===== src/rtl/urv_iram_port_arbiter_pkg.sv =====
`default_nettype none
// ============================================================================
// Module : urv_iram_port_arbiter_pkg
// Brief  : State/owner encodings and address range helper for the IRAM
//          port-B arbiter.
// Rev    : 1.0  initial release
// ============================================================================
package urv_iram_port_arbiter_pkg;

    localparam int c_BURST_W = 4;

    typedef enum logic [1:0] {
        ST_SHARED    = 2'd0,
        ST_LOCK_WAIT = 2'd1,
        ST_LOCKED    = 2'd2
    } arb_state_t;

    typedef enum logic [1:0] {
        OWN_NONE = 2'd0,
        OWN_CPU  = 2'd1,
        OWN_HOST = 2'd2
    } owner_t;

    // The limit carries one extra bit so a 4 GiB size cannot wrap to zero.
    function automatic logic addr_in_range(input logic [31:0] addr,
                                           input logic [32:0] limit);
        return ({1'b0, addr} < limit);
    endfunction

endpackage
`default_nettype wire


===== src/rtl/urv_iram_port_arbiter_if.sv =====
`default_nettype none
// ============================================================================
// Module : urv_iram_port_arbiter_if
// Brief  : Request/grant/read-return bundle of one IRAM port-B requester.
// Rev    : 1.0  initial release
// ============================================================================
interface urv_iram_port_arbiter_if;

    logic        req;
    logic        we;
    logic [31:0] addr;
    logic [3:0]  bwe;
    logic [31:0] wdata;
    logic        gnt;
    logic        rvalid;
    logic [31:0] rdata;

    modport master (
        output req, we, addr, bwe, wdata,
        input  gnt, rvalid, rdata
    );

    modport slave (
        input  req, we, addr, bwe, wdata,
        output gnt, rvalid, rdata
    );

endinterface
`default_nettype wire


===== src/rtl/urv_iram_port_arbiter.sv =====
`default_nettype none
// ============================================================================
// Module : urv_iram_port_arbiter
// Brief  : Shares IRAM port B between the CPU data port and a host loader,
//          with bounded host bursts and a host exclusive-lock mode.
// Rev    : 1.0  initial release
// ============================================================================
module urv_iram_port_arbiter
    import urv_iram_port_arbiter_pkg::*;
#(
    parameter int G_SIZE       = 65536,
    parameter int G_HOST_BURST = 4
) (
    input  logic                           clk,
    input  logic                           rst,
    urv_iram_port_arbiter_if.slave         dm,
    urv_iram_port_arbiter_if.slave         host,
    input  logic                           host_lock,
    output logic                           host_locked,
    output logic                           err,
    output logic                           enb,
    output logic                           web,
    output logic [31:0]                    ab,
    output logic [3:0]                     bweb,
    output logic [31:0]                    db,
    input  logic [31:0]                    qb
);

    localparam logic [32:0]          c_LIMIT     = 33'(G_SIZE);
    localparam logic [c_BURST_W-1:0] c_BURST_MAX = c_BURST_W'(G_HOST_BURST);

    arb_state_t           r_state;
    owner_t               r_rd_owner;
    logic [c_BURST_W-1:0] r_burst;
    logic                 r_rd_oor;
    logic                 r_err;
    logic                 r_locked;

    logic        w_cpu_allowed;
    logic        w_cpu_turn;
    logic        w_host_gnt;
    logic        w_cpu_gnt;
    logic        w_any_gnt;
    logic        w_sel_we;
    logic [31:0] w_sel_addr;
    logic [3:0]  w_sel_bwe;
    logic [31:0] w_sel_wdata;
    logic        w_in_range;

    // A lock request in the same cycle already blocks the CPU.
    assign w_cpu_allowed = (r_state == ST_SHARED) && !host_lock;
    assign w_cpu_turn    = w_cpu_allowed && dm.req && (r_burst == c_BURST_MAX);
    assign w_host_gnt    = !rst && host.req && !w_cpu_turn;
    assign w_cpu_gnt     = !rst && dm.req && w_cpu_allowed && !w_host_gnt;
    assign w_any_gnt     = w_host_gnt || w_cpu_gnt;

    assign w_sel_we    = w_host_gnt ? host.we    : dm.we;
    assign w_sel_addr  = w_host_gnt ? host.addr  : dm.addr;
    assign w_sel_bwe   = w_host_gnt ? host.bwe   : dm.bwe;
    assign w_sel_wdata = w_host_gnt ? host.wdata : dm.wdata;
    assign w_in_range  = addr_in_range(w_sel_addr, c_LIMIT);

    assign dm.gnt   = w_cpu_gnt;
    assign host.gnt = w_host_gnt;

    assign enb  = w_any_gnt && w_in_range;
    assign web  = enb && w_sel_we;
    assign ab   = w_any_gnt ? w_sel_addr  : 32'd0;
    assign bweb = w_any_gnt ? w_sel_bwe   : 4'd0;
    assign db   = w_any_gnt ? w_sel_wdata : 32'd0;

    // Read data is steered by the owner latched at grant time; out-of-range reads return zero.
    assign dm.rvalid   = !rst && (r_rd_owner == OWN_CPU);
    assign host.rvalid = !rst && (r_rd_owner == OWN_HOST);
    assign dm.rdata    = (dm.rvalid && !r_rd_oor)   ? qb : 32'd0;
    assign host.rdata  = (host.rvalid && !r_rd_oor) ? qb : 32'd0;

    assign host_locked = r_locked && !rst;
    assign err         = r_err && !rst;

    always_ff @(posedge clk) begin
        if (rst) begin
            r_state    <= ST_SHARED;
            r_burst    <= '0;
            r_rd_owner <= OWN_NONE;
            r_rd_oor   <= 1'b0;
            r_err      <= 1'b0;
            r_locked   <= 1'b0;
        end else begin
            r_err    <= w_any_gnt && !w_in_range;
            r_rd_oor <= !w_in_range;
            if (w_any_gnt && !w_sel_we)
                r_rd_owner <= w_host_gnt ? OWN_HOST : OWN_CPU;
            else
                r_rd_owner <= OWN_NONE;

            case (r_state)
                ST_SHARED: begin
                    if (host_lock)
                        r_state <= ST_LOCK_WAIT;
                    if (w_cpu_gnt || !dm.req)
                        r_burst <= '0;
                    else if (w_host_gnt && (r_burst != c_BURST_MAX))
                        r_burst <= r_burst + 1'b1;
                end
                ST_LOCK_WAIT: begin
                    if (!host_lock) begin
                        r_state <= ST_SHARED;
                        r_burst <= '0;
                    end else if (r_rd_owner != OWN_CPU) begin
                        r_state  <= ST_LOCKED;
                        r_locked <= 1'b1;
                    end
                end
                ST_LOCKED: begin
                    if (!host_lock) begin
                        r_state  <= ST_SHARED;
                        r_burst  <= '0;
                        r_locked <= 1'b0;
                    end
                end
                default: begin
                    r_state  <= ST_SHARED;
                    r_locked <= 1'b0;
                end
            endcase
        end
    end

endmodule
`default_nettype wire

===== src/flat_wrapper.sv =====
// flat-port wrapper written by rule: the top's interface ports become plain ports
module urv_iram_port_arbiter_flat import urv_iram_port_arbiter_pkg::*;
#(
    parameter int G_SIZE       = 65536,
    parameter int G_HOST_BURST = 4
)
  (clk, rst, host_lock, host_locked, err, enb, web, ab, bweb, db, qb, dm_req, dm_we, dm_addr, dm_bwe, dm_wdata, dm_gnt, dm_rvalid, dm_rdata, host_req, host_we, host_addr, host_bwe, host_wdata, host_gnt, host_rvalid, host_rdata);
  urv_iram_port_arbiter_if dm_i ();
  urv_iram_port_arbiter_if host_i ();
  input  logic clk;
  input  logic rst;
  input  logic host_lock;
  output logic host_locked;
  output logic err;
  output logic enb;
  output logic web;
  output logic [31:0] ab;
  output logic [3:0] bweb;
  output logic [31:0] db;
  input  logic [31:0] qb;
  input wire logic [$bits(dm_i.req)-1:0] dm_req;
  input wire logic [$bits(dm_i.we)-1:0] dm_we;
  input wire logic [$bits(dm_i.addr)-1:0] dm_addr;
  input wire logic [$bits(dm_i.bwe)-1:0] dm_bwe;
  input wire logic [$bits(dm_i.wdata)-1:0] dm_wdata;
  output wire logic [$bits(dm_i.gnt)-1:0] dm_gnt;
  output wire logic [$bits(dm_i.rvalid)-1:0] dm_rvalid;
  output wire logic [$bits(dm_i.rdata)-1:0] dm_rdata;
  input wire logic [$bits(host_i.req)-1:0] host_req;
  input wire logic [$bits(host_i.we)-1:0] host_we;
  input wire logic [$bits(host_i.addr)-1:0] host_addr;
  input wire logic [$bits(host_i.bwe)-1:0] host_bwe;
  input wire logic [$bits(host_i.wdata)-1:0] host_wdata;
  output wire logic [$bits(host_i.gnt)-1:0] host_gnt;
  output wire logic [$bits(host_i.rvalid)-1:0] host_rvalid;
  output wire logic [$bits(host_i.rdata)-1:0] host_rdata;
  assign dm_i.req = dm_req;
  assign dm_i.we = dm_we;
  assign dm_i.addr = dm_addr;
  assign dm_i.bwe = dm_bwe;
  assign dm_i.wdata = dm_wdata;
  assign dm_gnt = dm_i.gnt;
  assign dm_rvalid = dm_i.rvalid;
  assign dm_rdata = dm_i.rdata;
  assign host_i.req = host_req;
  assign host_i.we = host_we;
  assign host_i.addr = host_addr;
  assign host_i.bwe = host_bwe;
  assign host_i.wdata = host_wdata;
  assign host_gnt = host_i.gnt;
  assign host_rvalid = host_i.rvalid;
  assign host_rdata = host_i.rdata;
  urv_iram_port_arbiter #(.G_SIZE(G_SIZE), .G_HOST_BURST(G_HOST_BURST)) u_core (.clk(clk), .rst(rst), .dm(dm_i), .host(host_i), .host_lock(host_lock), .host_locked(host_locked), .err(err), .enb(enb), .web(web), .ab(ab), .bweb(bweb), .db(db), .qb(qb));
endmodule

===== config.mk =====
export PLATFORM = sky130hd
export DESIGN_NAME = urv_iram_port_arbiter_flat
export DESIGN_NICKNAME = d
export VERILOG_FILES = /design/src/rtl/urv_iram_port_arbiter_pkg.sv /design/src/rtl/urv_iram_port_arbiter_if.sv /design/src/rtl/urv_iram_port_arbiter.sv /design/src/flat_wrapper.sv
export SDC_FILE = /design/constraint.sdc
export NUM_CORES = 1
export LEC_CHECK = 0
export ABC_AREA = 1
export BUFFER_PORTS_ARGS = -buffer_cell sky130_fd_sc_hd__buf_2
export CAP_MARGIN = 40
export CORE_AREA = 2 2 121 123
export CTS_BUF_LIST = sky130_fd_sc_hd__clkbuf_8 sky130_fd_sc_hd__clkbuf_16
export CTS_CLUSTER_DIAMETER = 40
export DETAILED_ROUTE_END_ITERATION = 8
export DIE_AREA = 0 0 123 125
export HOLD_SLACK_MARGIN = 0.05
export PLACE_DENSITY = 0.46
export SLEW_MARGIN = 5
export SYNTH_ARGS = -nofsm -noshare
export SYNTH_HDL_FRONTEND = slang
export SYNTH_SLANG_ARGS = --single-unit
export TNS_END_PERCENT = 50

===== constraint.sdc =====
create_clock -name clk -period 2.4 [get_ports clk]
set_clock_uncertainty 0.2 [all_clocks]
set_input_delay 0.36 -clock clk [delete_from_list [all_inputs] [get_ports clk]]
set_output_delay 0.36 -clock clk [all_outputs]
set_load 0.02 [all_outputs]

; ---- Yosys cells after proc, flatten, opt, wreduce, memory -nomap -nowiden
; Index checks and enable logic that the tools add are counted.
[classes]
addsub = 1
n_lt_le_gt_ge = 1
eq_ne = 14
muxes = 23
bitwise_logic = 2
reduce_logical = 36
[op_table]
columns = op, count
row1 = $mux 32, 6
row2 = $lt 32x17->1 const B, 1
row3 = $mux 4, 5
row4 = $logic_and 1x1->1, 19
row5 = $mux 2, 5
row6 = $logic_not 1->1, 8
row7 = $ne 2x2->1 const B, 4
row8 = $pmux 4 s2, 1
row9 = $pmux 2 s3, 1
row10 = $reduce_and 3->1, 2
row11 = $add 4x1->4 const B, 1
row12 = $eq 2x1->1 const B, 2
row13 = $eq 2x2->1 const B, 2
row14 = $eq 4x3->1 const B, 1
row15 = $mux 1, 4
row16 = $ne 2x1->1 const B, 2
row17 = $ne 4x3->1 const B, 1
row18 = $reduce_and 4->1, 1
row19 = $reduce_or 2->1, 2
row20 = $ne 3x2->1 const B, 1
row21 = $ne 3x3->1 const B, 1
row22 = $pmux 1 s3, 1
row23 = $logic_not 2->1, 1
row24 = $logic_or 1x1->1, 2
row25 = other kinds (2), 3
[word_totals]
reg_bits = 11
output_inout_bits = 140

; ---- Logic depth before layout (Yosys ltp)
; Gate-level depths: netlist of run 1.
[logic_depth]
ltp_word = 12
depth_mapped = 16
ltp_nobuf = 15

; ---- Worst setup path before layout of run 1
; Ideal clock, no wire load.
[synth_path]
path_kind = flip-flop to output port
start = reg u_core.r_state[0]
end = out ab[10]
arrival_time_ns = 1.866
setup_slack_ns = -0.026
stages_incl_launch_ff = 13
cell_sequence = dfxtp_1 inv_1 ha_1 nand2_4 nor2_4 nand2_4 nand2_4 buf_6 inv_2 buf_4 buf_2 nor2_1 nor2_1
[synth_between]
elab_chain_len = 10
elab_cells_between_ends = 12
cone_classes = 2 x mux / 10 x reduce/logical
[synth_rtl]
columns = item, line_no
row1 = start: declaration, urv_iram_port_arbiter.sv:32  ; arb_state_t r_state;
row2 = start signal: assignment, urv_iram_port_arbiter.sv:83  ; r_state <= ST_SHARED;
row3 = start signal: assignment, urv_iram_port_arbiter.sv:100  ; r_state <= ST_LOCK_WAIT;
row4 = start signal: assignment, urv_iram_port_arbiter.sv:108  ; r_state <= ST_SHARED;
row5 = $logic_not 2->1 *, urv_iram_port_arbiter.sv:51  ; assign w_cpu_allowed = (r_state == ST_SHARED) && !host_lock;
row6 = $logic_and 1x1->1 *, urv_iram_port_arbiter.sv:51
row7 = $logic_and 1x1->1 * (2 in a row), urv_iram_port_arbiter.sv:52  ; assign w_cpu_turn = w_cpu_allowed && dm.req && (r_burst == c_BURST_MAX);
row8 = $logic_not 1->1 *, urv_iram_port_arbiter.sv:53  ; assign w_host_gnt = !rst && host.req && !w_cpu_turn;
row9 = $logic_and 1x1->1 *, urv_iram_port_arbiter.sv:53
row10 = via host_gnt, flat_wrapper.sv:34  ; output wire logic [$bits(host_i.gnt)-1:0] host_gnt;
row11 = $logic_not 1->1, urv_iram_port_arbiter.sv:54  ; assign w_cpu_gnt = !rst && dm.req && w_cpu_allowed && !w_host_gnt;
row12 = $logic_and 1x1->1, urv_iram_port_arbiter.sv:54
row13 = $logic_or 1x1->1, urv_iram_port_arbiter.sv:55  ; assign w_any_gnt = w_host_gnt || w_cpu_gnt;
row14 = $mux 32 *, urv_iram_port_arbiter.sv:68  ; assign ab = w_any_gnt ? w_sel_addr : 32'd0;
row15 = end: declaration, flat_wrapper.sv:17  ; output logic [31:0] ab;
; Mark *: on every way through the listed nets, which the timed path passes. The rest lies on a longest branch.

; ---- Worst setup path after layout of run 1
[layout_path]
start = reg u_core.r_burst[0]
end = out web
[layout_between]
elab_chain_len = 9
elab_cells_between_ends = 12
cone_classes = 1 x order compare / 1 x eq/ne / 2 x mux / 8 x reduce/logical
[layout_rtl]
columns = item, line_no
row1 = start: declaration, urv_iram_port_arbiter.sv:34  ; logic [c_BURST_W-1:0] r_burst;
row2 = start signal: assignment, urv_iram_port_arbiter.sv:104  ; r_burst <= r_burst + 1'b1;
row3 = $eq 4x3->1 *, urv_iram_port_arbiter.sv:52
row4 = $logic_and 1x1->1 *, urv_iram_port_arbiter.sv:52
row5 = $logic_not 1->1 *, urv_iram_port_arbiter.sv:53
row6 = $logic_and 1x1->1 *, urv_iram_port_arbiter.sv:53
row7 = branches (longest 4 deep; another with $lt 32x17->1), n/a
row8 = $logic_and 1x1->1 *, urv_iram_port_arbiter.sv:67  ; assign web = enb && w_sel_we;
row9 = end: declaration, flat_wrapper.sv:16  ; output logic web;
; Mark *: on every way between the ends.

==> results.md, run 1 <==
- The setup-violating endpoint count in the final report is 50.
- Walking the worst path, the cells encountered are inv_2, ha_4, nand2_4, nor2_4, nand2_4, nand2_8, buf_6, inv_8, nand2_1, nand2_1, nor2_1, nand2_1, nor2_2, nand3_2, nor2_2, buf_6.
- The max-capacitance violation count is 0.
- The cell type of the slowest stage on the worst timing path is sky130_fd_sc_hd__dfxtp_2.
- Setup repair after global routing could not meet its margin everywhere.
- The number of antenna violations at the first check in global routing is 0.
- The setup path with the least slack is of type reg -> out.
- The final hold violation count is 0.
- The clock buffer count from CTS is 3.
- For this design, the sink count on the clock tree is 11.
- The clock passes through at most 2 buffers.
- The hold buffer count at cts is 0.
- For the worst setup path, the data arrival time is approximately 2000 ps.
- In this run the power density over the cells is between 300 and 400 nW/µm².
- The share of the yosys chip area belonging to registers is 0.0979.
- For the pin with the worst max-slew slack, the measured transition is ~320 ps.
- The worst pin sits at a relative slew slack of 0.786.
- The reg-to-reg setup timing slack is approximately 230 ps.
- For hold timing, the worst endpoint is u_core.r_rd_owner[1]$_SDFF_PP0_.
- The placed standard-cell area is ~4200 µm².
- The kind of path behind the tightest hold check is in -> reg.
- The post-layout minimum cycle time is roughly 2600 ps.
- Measured along the x axis, the die boundary spans 123 µm.
- Pin placement for this block handled between 300 and 400 I/O pins.
- The count of nets after finishing is 991.
- The number of max-slew violations in the final report is 0.
- The post-synthesis instance total is approximately 470.
- The worst hold path was traced through 2 stages.
- The number of placed instances, taps included, is 960.
- The flip-flop and latch count after synthesis is 11.
- The sequential power share is 0.135.
- The most prevalent standard cell on the critical path is sky130_fd_sc_hd__nand2_1.
- The internal power of the cells is approximately 1.0 mW.
- The count of routing violations after the opening detailed-route iteration is 132.
- Of the total power, the clock network draws 0.169.
- The standby leakage power is between 3 and 4 nW.
- The overall die height is around 130 µm.
- The library cell used as clock root buffer is sky130_fd_sc_hd__clkbuf_16.
- The share of total power dissipated in combinational logic is 0.695.
- In the final layout, the share of cells above drive strength 1 is 0.557.
- The first global-routing pass estimated a little under 20 mm of wire.
- The worst-skew pair later-pin latency is roughly 240 ps.
- The count of unique library cells instantiated by Yosys is 27.
- After detailed routing, the number of remaining DRC violations is 0.
- Entering global routing, the biggest net connects 33 pins.
- Port buffering added 314 buffers.
- The switching component of the power is between 700 and 800 µW.
- The post-CTS clock slew at the launch and capture registers of the worst setup and hold paths is 40 ps.
- The data required time of the critical path is 1840 ps.
- In this run the most critical hold path is launched from host_we.
- The via count of the routed design is 4124.
- Across every metal layer, demand over resource in global routing totals 0.158.
- The largest fanout of any net on the critical path is 6.
- Once routing completed, OpenROAD measured the worst setup slack at -203 ps.
- The detailed-routing iteration count for the pre-antenna-repair pass is 4.
- The aggregate routed wire length is around 13 mm.
- The core area is ~14000 µm².
- The detail route stage leaves a number of antenna-violating nets equal to 0.
- The mean number of vias per cell is 4.16.
- Of the total power, the share spent switching nets is 0.427.
- The global-route congestion overflow total is 0.
- The part of the cycle the worst path needs is 1.08.
- The filler cells instantiated in the layout total ~1.6k.
- The run finished, with violations left.
- At the end of the flow the core is filled with cells to 0.363.
- Each instance of the synthesized netlist takes up on average a little under 5 µm².
- The maximum single-stage delay on the critical path is around 320 ps.
- The via count of the first global-routing pass is 3802.
- The Yosys warning count is 0.
- Static timing analysis puts the maximum clock frequency at ~380 MHz.
- The post-synthesis net count is 649.
- The area of the die is between 15000 and 20000 µm².
- The HPWL after detailed placement is 9.90 mm.
- The final reports fail on setup timing.
- After the flow finishes, the layout carries non-filler instances totaling just under 1k.
- The number of antenna cells inserted is 0.
- After detailed routing, the average wire length per cell comes to between 10 and 15 µm.
- The maximum ir drop on the vdd rail is 0.275 mV.
- At the end of routability-driven placement, the weighted congestion stood at slightly below 0.8.
- The nature of the critical path startpoint is a flip-flop.
- The startpoint of the worst register-to-register path is u_core.r_burst[0]$_SDFFE_PP0P_.
- The overall power consumption is between 1.5 and 2 mW.
- Counting cells, the worst reg-to-reg path comes to 18.
- The mapped netlist covers 2250 µm².
- The number of placement rows is 44.
- The area of all placed cells without fillers is 5150 µm².
- CTS built an H-tree with a depth of 1.
- The worst register-to-register path ends at u_core.r_err$_SDFF_PP0_.
- The starting density of the core is 0.158.
- Compared with the post-synthesis result, the final layout area differs by 129%.
- The type of destination of the critical path is an output pin.
- TritonCTS built the clock tree.
-- Yosys cell counts (all sizes together) --
| cell type | number | area [µm²] |
|---|---|---|
| nor3 | 2 | 15.0 |
| inv | 57 | 214 |
| a31oi | 1 | 6.26 |
| xnor2 | 1 | 8.76 |
| nand2 | 55 | 236 |
| o21bai | 1 | 7.51 |
| buf | 12 | 83.8 |
| o21ai | 60 | 300 |
| nand3 | 19 | 95.1 |
| clkbuf | 17 | 67.6 |
| a221oi | 1 | 8.76 |
| nor2 | 203 | 793 |
| dfxtp | 11 | 220 |
| a21oi | 19 | 95.1 |
| ha | 7 | 87.6 |
| xor2 | 1 | 8.76 |
-- power groups by stage --
stage | Clock (mW) | Sequential, mW | Combinational, mW
floorplan | 0 | 0.240 | 0.526
global placement | 0 | 0.235 | 0.948
detailed placement | 0 | 0.236 | 0.938
CTS | 0.312 | 0.242 | 1.19
global route | 0.324 | 0.247 | 1.37
finish | 0.305 | 0.243 | 1.25
-- per-stage QoR --
stage	setup TNS [ps]	worst slack, ps	hold WS [ps]
2_1_floorplan	-104	-26.0	239
3_3_place_gp	-5.68	-5.68	267
3_5_place_dp	-74.9	-59.4	273
4_1_cts	-3930	-176	98.1
5_1_grt	-8920	-346	106
6_report	-2460	-203	101
-- sequential cells by signal, summed over array words and instances (netlist names) --
register,cells
u_core.r_burst,4
u_core.r_err,1
u_core.r_locked,1
u_core.r_state,2
u_core.r_rd_owner,2
u_core.r_rd_oor,1
-- cells by family after synthesis --
kind of cell / after synthesis / synth area share
AND/OR/NAND/NOR: 279 / 0.507
adder cells (fa/ha/maj): 7 / 0.0390
flip-flops: 11 / 0.0979
buffers and inverters: 86 / 0.162
AO/OA/AOI/OAI: 82 / 0.186
XOR/XNOR: 2 / 0.00779
-- cells in the final DEF, fill, tap and decap left out, types with 6 or more instances in the layout --
cell type                 netlist  routed
sky130_fd_sc_hd__a21oi_1       19      18
sky130_fd_sc_hd__nand2_1       49      43
sky130_fd_sc_hd__inv_2          3       6
sky130_fd_sc_hd__buf_6          3      16
sky130_fd_sc_hd__nor2_4         1      12
sky130_fd_sc_hd__buf_4          2      74
sky130_fd_sc_hd__o21ai_1       12      24
sky130_fd_sc_hd__nand3_1       19      14
sky130_fd_sc_hd__inv_1         54      50
sky130_fd_sc_hd__o21ai_2        0      15
sky130_fd_sc_hd__buf_12         0       9
sky130_fd_sc_hd__nor2_1       198     170
sky130_fd_sc_hd__buf_16         0       6
sky130_fd_sc_hd__nor2_2         3      20
sky130_fd_sc_hd__dfxtp_1       11       7
sky130_fd_sc_hd__o21ai_0       48      21
sky130_fd_sc_hd__buf_2          7     257
sky130_fd_sc_hd__nand2_2        3       7
-- metal layers --
| metal | track usage | vias to the layer above | wire length (µm) |
|---|---|---|---|
| met1 | 0.183 | 1800 | 5260 |
| li1 | - | 2121 | - |
| met2 | 0.300 | 193 | 6940 |
| met5 | 0 | - | 0 |
| met3 | 0.0251 | 10 | 1060 |
| met4 | 0.0294 | 0 | 125 |
-- worst max-delay path, delay by kind of cell (launching register included) --
kind / cells / cell delay [ps]
and+or+nand+nor: 11 / 980
adders and majority gates: 1 / 140
buffers and inverters: 4 / 370
DFF: 1 / 320
-- worst max-delay path by stage --
stage,startpoint,endpoint,slack (ps)
after global routing,u_core.r_state[0]$_SDFFE_PP0P_,web,-350
after global placement,u_core.r_state[0]$_SDFFE_PP0P_,web,-6
after detailed placement,u_core.r_state[0]$_SDFFE_PP0P_,web,-60
after CTS,u_core.r_burst[0]$_SDFFE_PP0P_,web,-180
final,u_core.r_burst[0]$_SDFFE_PP0P_,web,-200
after floorplan,u_core.r_state[0]$_SDFFE_PP0P_,ab[14],-30
-- area by class of cell --
cell class | count | area [µm²] | area share
Tap cell | 184 | 230 | 0.0447
Clock buffer | 3 | 75.1 | 0.0146
Timing Repair Buffer | 366 | 2450 | 0.477
Sequential cell | 11 | 225 | 0.0437
Clock inverter | 1 | 3.75 | 0.000729
Multi-Input combinational cell | 370 | 1940 | 0.376
Inverter | 57 | 224 | 0.0435
-- what timing repair did --
action	CTS	global route
pin swaps	9	23
setup endpoints to repair	57	71
setup buffers	17	4
cloned	8	1
gates resized for setup	120	78
No activity file was read; power rests on OpenSTA's default activity.
==> run 2, diff against run 1 <==
==> constraint.sdc (replaced) <==
create_clock -name clk -period 2.4 [get_ports clk]
set_clock_uncertainty 0.2 [all_clocks]
set_input_delay 0.24 -clock clk [delete_from_list [all_inputs] [get_ports clk]]
set_output_delay 0.24 -clock clk [all_outputs]
set_load 0.02 [all_outputs]
==> results.md, run 2 (synthesis gave the netlist of run 1 again) <==
- The overall power consumption is 1.73 mW (was 1.80 mW).
- The clock sink count is 11 (unchanged).
- The wire length of the first global-routing pass was 18.3 mm (was 19.2 mm).
- The post-CTS clock slew at the launch and capture registers of the worst setup and hold paths came to 50 ps (was 40 ps).
- The library cell used as clock root buffer is sky130_fd_sc_hd__clkbuf_16 (unchanged).
- The number of antenna violations at the first check in global routing is 0 (unchanged).
- Violated checks: setup timing (unchanged).
- Unrepaired setup endpoints after global routing: true (unchanged).
- The register with the most flip-flops was u_core.r_burst (unchanged).
- The type of destination of the critical path is an output pin (unchanged).
- The worst-skew pair later-pin latency is 240 ps (about the same).
- The part of the cycle the worst path needs is 1.05 (was 1.08).
- The deepest clock path buffer count is 2 (unchanged).
- The minimum setup slack after placement is -56.3 ps (was -59.4 ps).
- The max-capacitance violation count is 0 (unchanged).
- The setup-violating endpoint count in the final report is 3 (was 50).
- The total I/O pin count came to 315 (unchanged).
- The average detailed-routed wire length per instance is 13.6 µm (was 13.5 µm).
- The setup total negative slack is -233 ps (was -2460 ps).
- The count of nets after finishing is 984 (was 991).
- The number of antenna cells inserted was 0 (unchanged).
- The detailed placer's ending HPWL is 9.91 mm (was 9.90 mm).
- The global placer's final weighted congestion was 0.826 (was 0.775).
- The DRC violation count after routing is 0 (unchanged).
- The nature of the critical path startpoint is a flip-flop (unchanged).
- The fill cell instance count of the final layout is 1632 (was 1621).
- The maximum operating frequency is 396 MHz (was 384 MHz).
- The count of routing violations after the opening detailed-route iteration is 159 (was 132).
- The data required time of the critical path was 1960 ps (was 1840 ps).
- The overall die height is 125 µm (unchanged).
- The final core utilization was 0.342 (was 0.363).
- The most common cell after layout, fill and taps aside is sky130_fd_sc_hd__buf_2 (unchanged).
- The number of levels the H-tree was split into is 1 (unchanged).
- The critical setup path kind is reg -> out (unchanged).
- The transition time of the tightest slew-check pin is 343 ps (was 321 ps).
- The via count of the routed design came to 4087 (was 4124).
- The largest fanout of any net on the critical path is 6 (unchanged).
- The final hold violation count came to 0 (unchanged).
- The clock buffer count from CTS is 3 (unchanged).
- The post-layout minimum cycle time is 2530 ps (was 2600 ps).
- The number of placement rows is 44 (unchanged).
- The number of non-filler instances in the completed layout was 985 (was 992).
- The remaining max-slew budget at the tightest pin came to 0.771 (was 0.786).
- The placed standard-cell area is 4120 µm² (was 4150 µm²).
- The area of the die is 15400 µm² (unchanged).
- The setup slack of the critical path after layout is -127 ps (was -203 ps).
- The global-route congestion overflow total came to 0 (unchanged).
- Outcome: finished, violations left (unchanged).
- The placed instance count is 960 (unchanged).
- The area of all placed cells without fillers is 4860 µm² (was 5150 µm²).
- The aggregate routed wire length is 13.4 mm (about the same).
- The kind of path behind the tightest hold check is in -> reg (unchanged).
- The worst slack on hold paths was 106 ps (was 101 ps).
- The fraction of final layout cells sized beyond drive strength 1 is 0.511 (was 0.557).
- The number of flip-flops in the largest register is 4 (unchanged).
- The TritonCTS clock tree was done (unchanged).
- The maximum ir drop on the vdd rail is 0.202 mV (was 0.275 mV).
- The pin count of the biggest net entering global routing is 53 (was 33).
- The cell area power density is 356 nW/µm² (was 349 nW/µm²).
- The via count of the first global-routing pass was 3707 (was 3802).
- The detailed-routing iteration count for the pre-antenna-repair pass is 4 (unchanged).
- The area added between synthesis and finish is 116% (was 129%).
- Commonest cells after routing, fill and taps aside: sky130_fd_sc_hd__buf_2, sky130_fd_sc_hd__nor2_1, sky130_fd_sc_hd__buf_4 (unchanged).
- The starting density of the core is 0.158 (unchanged).
- The arrival time at the worst endpoint is 2090 ps (was 2040 ps).
- The standby leakage power came to 2.97 nW (was 3.05 nW).
- The mean number of vias per cell is 4.15 (was 4.16).
- The remaining antenna violation count is 0 (unchanged).
- The total global routing track utilization is 0.149 (was 0.158).
- The number of max-slew violations in the final report is 0 (unchanged).
- Registers with the most flip-flops: u_core.r_burst: 4 flops, u_core.r_rd_owner: 2 flops, u_core.r_state: 2 flops (unchanged).
- The width of the die is 123 µm (unchanged).
- The core area came to 14200 µm² (unchanged).
- The number of buffers added on ports is 314 (unchanged).
-- run 2: cell types whose count changed in the layout (fill, tap and decap cells not counted), moves of 8 or more --
| cell | change |
|---|---|
| sky130_fd_sc_hd__nor2_1 | +21 |
| sky130_fd_sc_hd__nor2_2 | -13 |
| sky130_fd_sc_hd__buf_2 | +12 |
| sky130_fd_sc_hd__buf_4 | -10 |
| sky130_fd_sc_hd__buf_6 | -10 |
| sky130_fd_sc_hd__nor2_4 | -8 |
| sky130_fd_sc_hd__o21ai_0 | +8 |
| sky130_fd_sc_hd__o21ai_2 | -8 |
-- run 2: path summary, 6_finish.rpt --
check,startpoint,endpoint,slack [ps],cells past startpoint
worst max register to register,u_core.r_burst[0]$_SDFFE_PP0P_,u_core.r_err$_SDFF_PP0_,410,15
worst min-delay path,host_lock,u_core.r_state[1]$_SDFFE_PP0P_,110,3
worst max-delay path,u_core.r_burst[0]$_SDFFE_PP0P_,web,-130,15
worst min register to register,u_core.r_locked$_SDFFE_PP0P_,u_core.r_locked$_SDFFE_PP0P_,300,2
-- run 2: area by class of cell --
cell class	instances	area, µm²	area share
Timing Repair Buffer	358	2270	0.468
Multi-Input combinational cell	371	1830	0.377
Tap cell	184	230	0.0474
Inverter	57	219	0.0451
Clock buffer	3	75.1	0.0154
Sequential cell	11	225	0.0463
Clock inverter	1	3.75	0.000772
-- run 2: power by group --
part | internal, mW | switching (mW) | leakage, nW | total, mW
Sequential | 0.220 | 0.0231 | 0.0921 | 0.243
Clock | 0.220 | 0.0916 | 0.0423 | 0.311
Combinational | 0.546 | 0.632 | 2.83 | 1.18
-- run 2: metal layers --
layer  global-route usage  vias to the layer above  part of all wire  routed length, µm
met5                    0                        -                 0                  0
met4               0.0160                        0            0.0042                 56
met3               0.0233                        5             0.078               1040
met2                0.290                      199              0.52               6990
met1                0.172                     1776              0.39               5280
li1                     -                     2107                 -                  -
-- run 2: timing repair --
action / 4_1_cts / 5_1_grt
pin swaps: 15 / 34
gates cloned: 2 / 7
gates resized for setup: 37 / 92
endpoints found under the setup margin: 55 / 55
buffers inserted: 7 / 5
hold buffers: 2 / 0
endpoints found under the hold margin: 2 / 0
-- run 2: critical path, stage by stage (launching register included) --
cell	delay, ps
sky130_fd_sc_hd__dfxtp_2	320
sky130_fd_sc_hd__inv_2	50
sky130_fd_sc_hd__ha_4	160
sky130_fd_sc_hd__nand2_4	60
sky130_fd_sc_hd__nor2_4	40
sky130_fd_sc_hd__nand2_4	140
sky130_fd_sc_hd__nand2_8	90
sky130_fd_sc_hd__buf_8	160
sky130_fd_sc_hd__nand2_1	80
sky130_fd_sc_hd__nand2_1	60
sky130_fd_sc_hd__nor2_1	80
sky130_fd_sc_hd__nand2_1	70
sky130_fd_sc_hd__nor2_2	140
sky130_fd_sc_hd__nand3_2	130
sky130_fd_sc_hd__nor2_2	120
sky130_fd_sc_hd__buf_6	130
==> run 3, diff against run 2 <==
clock period = 2.8 ns   (was 2.4 ns; I/O delays follow)
==> results.md, run 3 (synthesis gave the netlist of run 1 again) <==
- The pin count of the biggest net entering global routing is 53 (unchanged).
- The mean number of vias per cell was 4.11 (was 4.15).
- The overall die height came to 125 µm (unchanged).
- The post-CTS clock slew at the launch and capture registers of the worst setup and hold paths was 40 ps (was 50 ps).
- The deepest clock path buffer count came to 2 (unchanged).
- The sequential power share is 0.170 (was 0.140).
- The combined buffer and inverter count along the critical path is 3 (unchanged).
- The number of buffers added on ports was 314 (unchanged).
- The final hold violation count came to 0 (unchanged).
- Derived from the worst setup path, the maximum achievable clock frequency is 380 MHz.
- The number of levels the H-tree was split into came to 1 (unchanged).
- The startpoint of the worst register-to-register path was u_core.r_burst[0]$_SDFFE_PP0P_ (unchanged).
- The routed design could run at a clock period as short as 2630 ps.
- The cell family with the largest share of critical-path delay is simple AND/OR/NAND/NOR gates (unchanged).
- The hold path startpoint is host_lock (unchanged).
- The nature of the critical path startpoint is a flip-flop (unchanged).
- The core area is 14200 µm² (unchanged).
- The global placer's final weighted congestion is 0.801 (was 0.826).
- The transition time of the tightest slew-check pin is 396 ps (was 343 ps).
- The switching part of the total power came to 0.454 (was 0.431).
- The setup-violating endpoint count in the final report is 0 (was 3).
- The clock buffer count from CTS is 3 (unchanged).
- The type of destination of the critical path is an output pin (unchanged).
- The starting density of the core is 0.158 (unchanged).
- The number of antenna violations at the first check in global routing is 0 (unchanged).
- The data required time of the critical path is 2320 ps (was 1960 ps).
- The remaining max-slew budget at the tightest pin came to 0.733 (was 0.771).
- The overall power consumption is 1.26 mW (was 1.73 mW).
- The standby leakage power came to 2.73 nW (was 2.97 nW).
- The worst slack on hold paths was 145 ps (was 106 ps).
- The count of routing violations after the opening detailed-route iteration is 176 (was 159).
- The critical setup path kind was reg -> out (unchanged).
- The fill cell instance count of the final layout is 1663 (was 1632).
- The fraction of final layout cells sized beyond drive strength 1 is 0.465 (was 0.511).
- The remaining antenna violation count was 0 (unchanged).
- The largest fanout of any net on the critical path is 7 (was 6).
- The cell area power density is 294 nW/µm² (was 356 nW/µm²).
- The max-capacitance violation count came to 0 (unchanged).
- The fraction of power consumed by combinational cells is 0.623 (was 0.680).
- The final core utilization came to 0.300 (was 0.342).
- The cell type of the slowest stage on the worst timing path is sky130_fd_sc_hd__dfxtp_1 (was sky130_fd_sc_hd__dfxtp_2).
- The width of the die came to 123 µm (unchanged).
- The reg-to-reg setup timing slack was 710 ps (was 410 ps).
- The clock sink count is 11 (unchanged).
- The internal power of the cells was 685 µW (was 985 µW).
- The wire length of the first global-routing pass is 17.8 mm (was 18.3 mm).
- The total global routing track utilization is 0.144 (was 0.149).
- The part of the power in the clock network is 0.207 (was 0.180).
- The via count of the routed design is 3942 (was 4087).
- The maximum single-stage delay on the critical path came to 330 ps (was 320 ps).
- The aggregate routed wire length is 12.2 mm (was 13.4 mm).
- The maximum ir drop on the vdd rail is 0.174 mV (was 0.202 mV).
- The TritonCTS clock tree is done (unchanged).
- Registers with the most flip-flops: u_core.r_burst: 4 flops, u_core.r_rd_owner: 2 flops, u_core.r_state: 2 flops (unchanged).
- Outcome: finished, final reports clean (was finished, violations left).
- The via count of the first global-routing pass is 3617 (was 3707).
- Crit path cell chain: inv_2, ha_2, nand2_2, nor2_4, nand2_8, buf_4, nand3_1, nand2_1, nor2_1, nand2_1, nor2_2, nand3_2, nor2_2, buf_6 (was inv_2, ha_4, nand2_4, nor2_4, nand2_4, nand2_8, buf_8, nand2_1, nand2_1, nor2_1, nand2_1, nor2_2, nand3_2, nor2_2, buf_6).
- The number of antenna cells inserted is 0 (unchanged).
- The average detailed-routed wire length per instance is 12.7 µm (was 13.6 µm).
- The register with the most flip-flops is u_core.r_burst (unchanged).
- The number of placement rows is 44 (unchanged).
- The detailed-routing iteration count for the pre-antenna-repair pass is 4 (unchanged).
- The area added between synthesis and finish came to 89.8% (was 116%).
- The DRC violation count after routing is 0 (unchanged).
- The total I/O pin count is 315 (unchanged).
- The detailed placer's ending HPWL is 9.96 mm (was 9.91 mm).
- The worst-skew pair later-pin latency is 240 ps (about the same).
- The number of flip-flops in the largest register is 4 (unchanged).
- The most common cell after layout, fill and taps aside is sky130_fd_sc_hd__buf_2 (unchanged).
- The kind of path behind the tightest hold check is in -> reg (unchanged).
- The count of nets after finishing was 957 (was 984).
- The area of the die was 15400 µm² (unchanged).
- The number of max-slew violations in the final report is 0 (unchanged).
- The library cell used as clock root buffer is sky130_fd_sc_hd__clkbuf_16 (unchanged).
- The global-route congestion overflow total was 0 (unchanged).
- The startpoint of the worst setup timing path is u_core.r_burst[0]$_SDFFE_PP0P_ (unchanged).
- The switching component of the power is 571 µW (was 747 µW).
- Commonest cells after routing, fill and taps aside: sky130_fd_sc_hd__buf_2, sky130_fd_sc_hd__nor2_1, sky130_fd_sc_hd__inv_1 (was sky130_fd_sc_hd__buf_2, sky130_fd_sc_hd__nor2_1, sky130_fd_sc_hd__buf_4).
- The part of the cycle the worst path needs is 0.941.
- The minimum setup slack after placement is 42.8 ps (was -56.3 ps).
- The setup slack of the critical path after layout is 165 ps (was -127 ps).
- The arrival time at the worst endpoint is 2150 ps (was 2090 ps).
run 3: cell types whose count changed in the layout (fill, tap and decap cells not counted), sizes merged:
cell | previous run | this run
nand2 | 56 | 57
inv | 57 | 58
clkinv | 1 | 0
buf | 350 | 328
clkbuf | 9 | 3
run 3: area by class of cell:
cell class | count | area, µm² | share of cell area
flip-flops and latches | 11 | 223 | 0.0522
multi-input cells | 372 | 1740 | 0.409
inverters | 57 | 214 | 0.0501
well taps | 184 | 230 | 0.0539
clock inverters | 1 | 3.75 | 0.000880
clock buffers | 3 | 75.1 | 0.0176
repair buffers | 330 | 1780 | 0.417
run 3: worst reg2reg max path: cells and delay by family, from the launching register on:
kind | cells | cell delay [ps]
flops | 1 | 330
fa+ha+maj | 1 | 170
buf+inv | 3 | 340
simple gates | 10 | 940
run 3: worst paths after layout:
check	endpoint	depth (start not counted)
worst max-delay path	web	14
worst max register to register	u_core.r_rd_oor$_SDFF_PP0_	14
worst min-delay path	u_core.r_state[1]$_SDFFE_PP0P_	3
worst min register to register	u_core.r_locked$_SDFFE_PP0P_	2
run 3: layer usage:
metal	track usage	routed length [µm]	share of wire	vias up
met5	0	0	0	-
met4	0.0187	61	0.0050	0
met3	0.0214	1000	0.082	6
met2	0.287	6190	0.51	189
met1	0.161	4920	0.40	1697
li1	-	-	-	2050
run 3: timing repair:
| action | in CTS | in global routing |
|---|---|---|
| gates resized for setup | 4 | 15 |
| setup endpoints to repair | 53 | 11 |
| endpoints found under the hold margin | 2 | 0 |
| buffers inserted | 0 | 6 |
| hold buffers | 2 | 0 |
| pin swaps | 1 | 9 |
| cloned | 1 | 1 |
run 3: stage by stage:
stage,instance area (µm²),setup TNS [ps],instances
global route,4270,-12.2,958
floorplan,2250,0,467
detailed placement,4010,0,944
CTS,4140,0,951
global placement,4010,0,944
finish,4270,0,958
run 3: power by group through the flow:
| stage | registers [mW] | clock network (mW) | logic (mW) |
|---|---|---|---|
| floorplan | 0.206 | 0 | 0.449 |
| global placement | 0.210 | 0 | 0.747 |
| detailed placement | 0.210 | 0 | 0.743 |
| CTS | 0.208 | 0.266 | 0.756 |
| global route | 0.219 | 0.273 | 0.868 |
| finish | 0.214 | 0.259 | 0.783 |
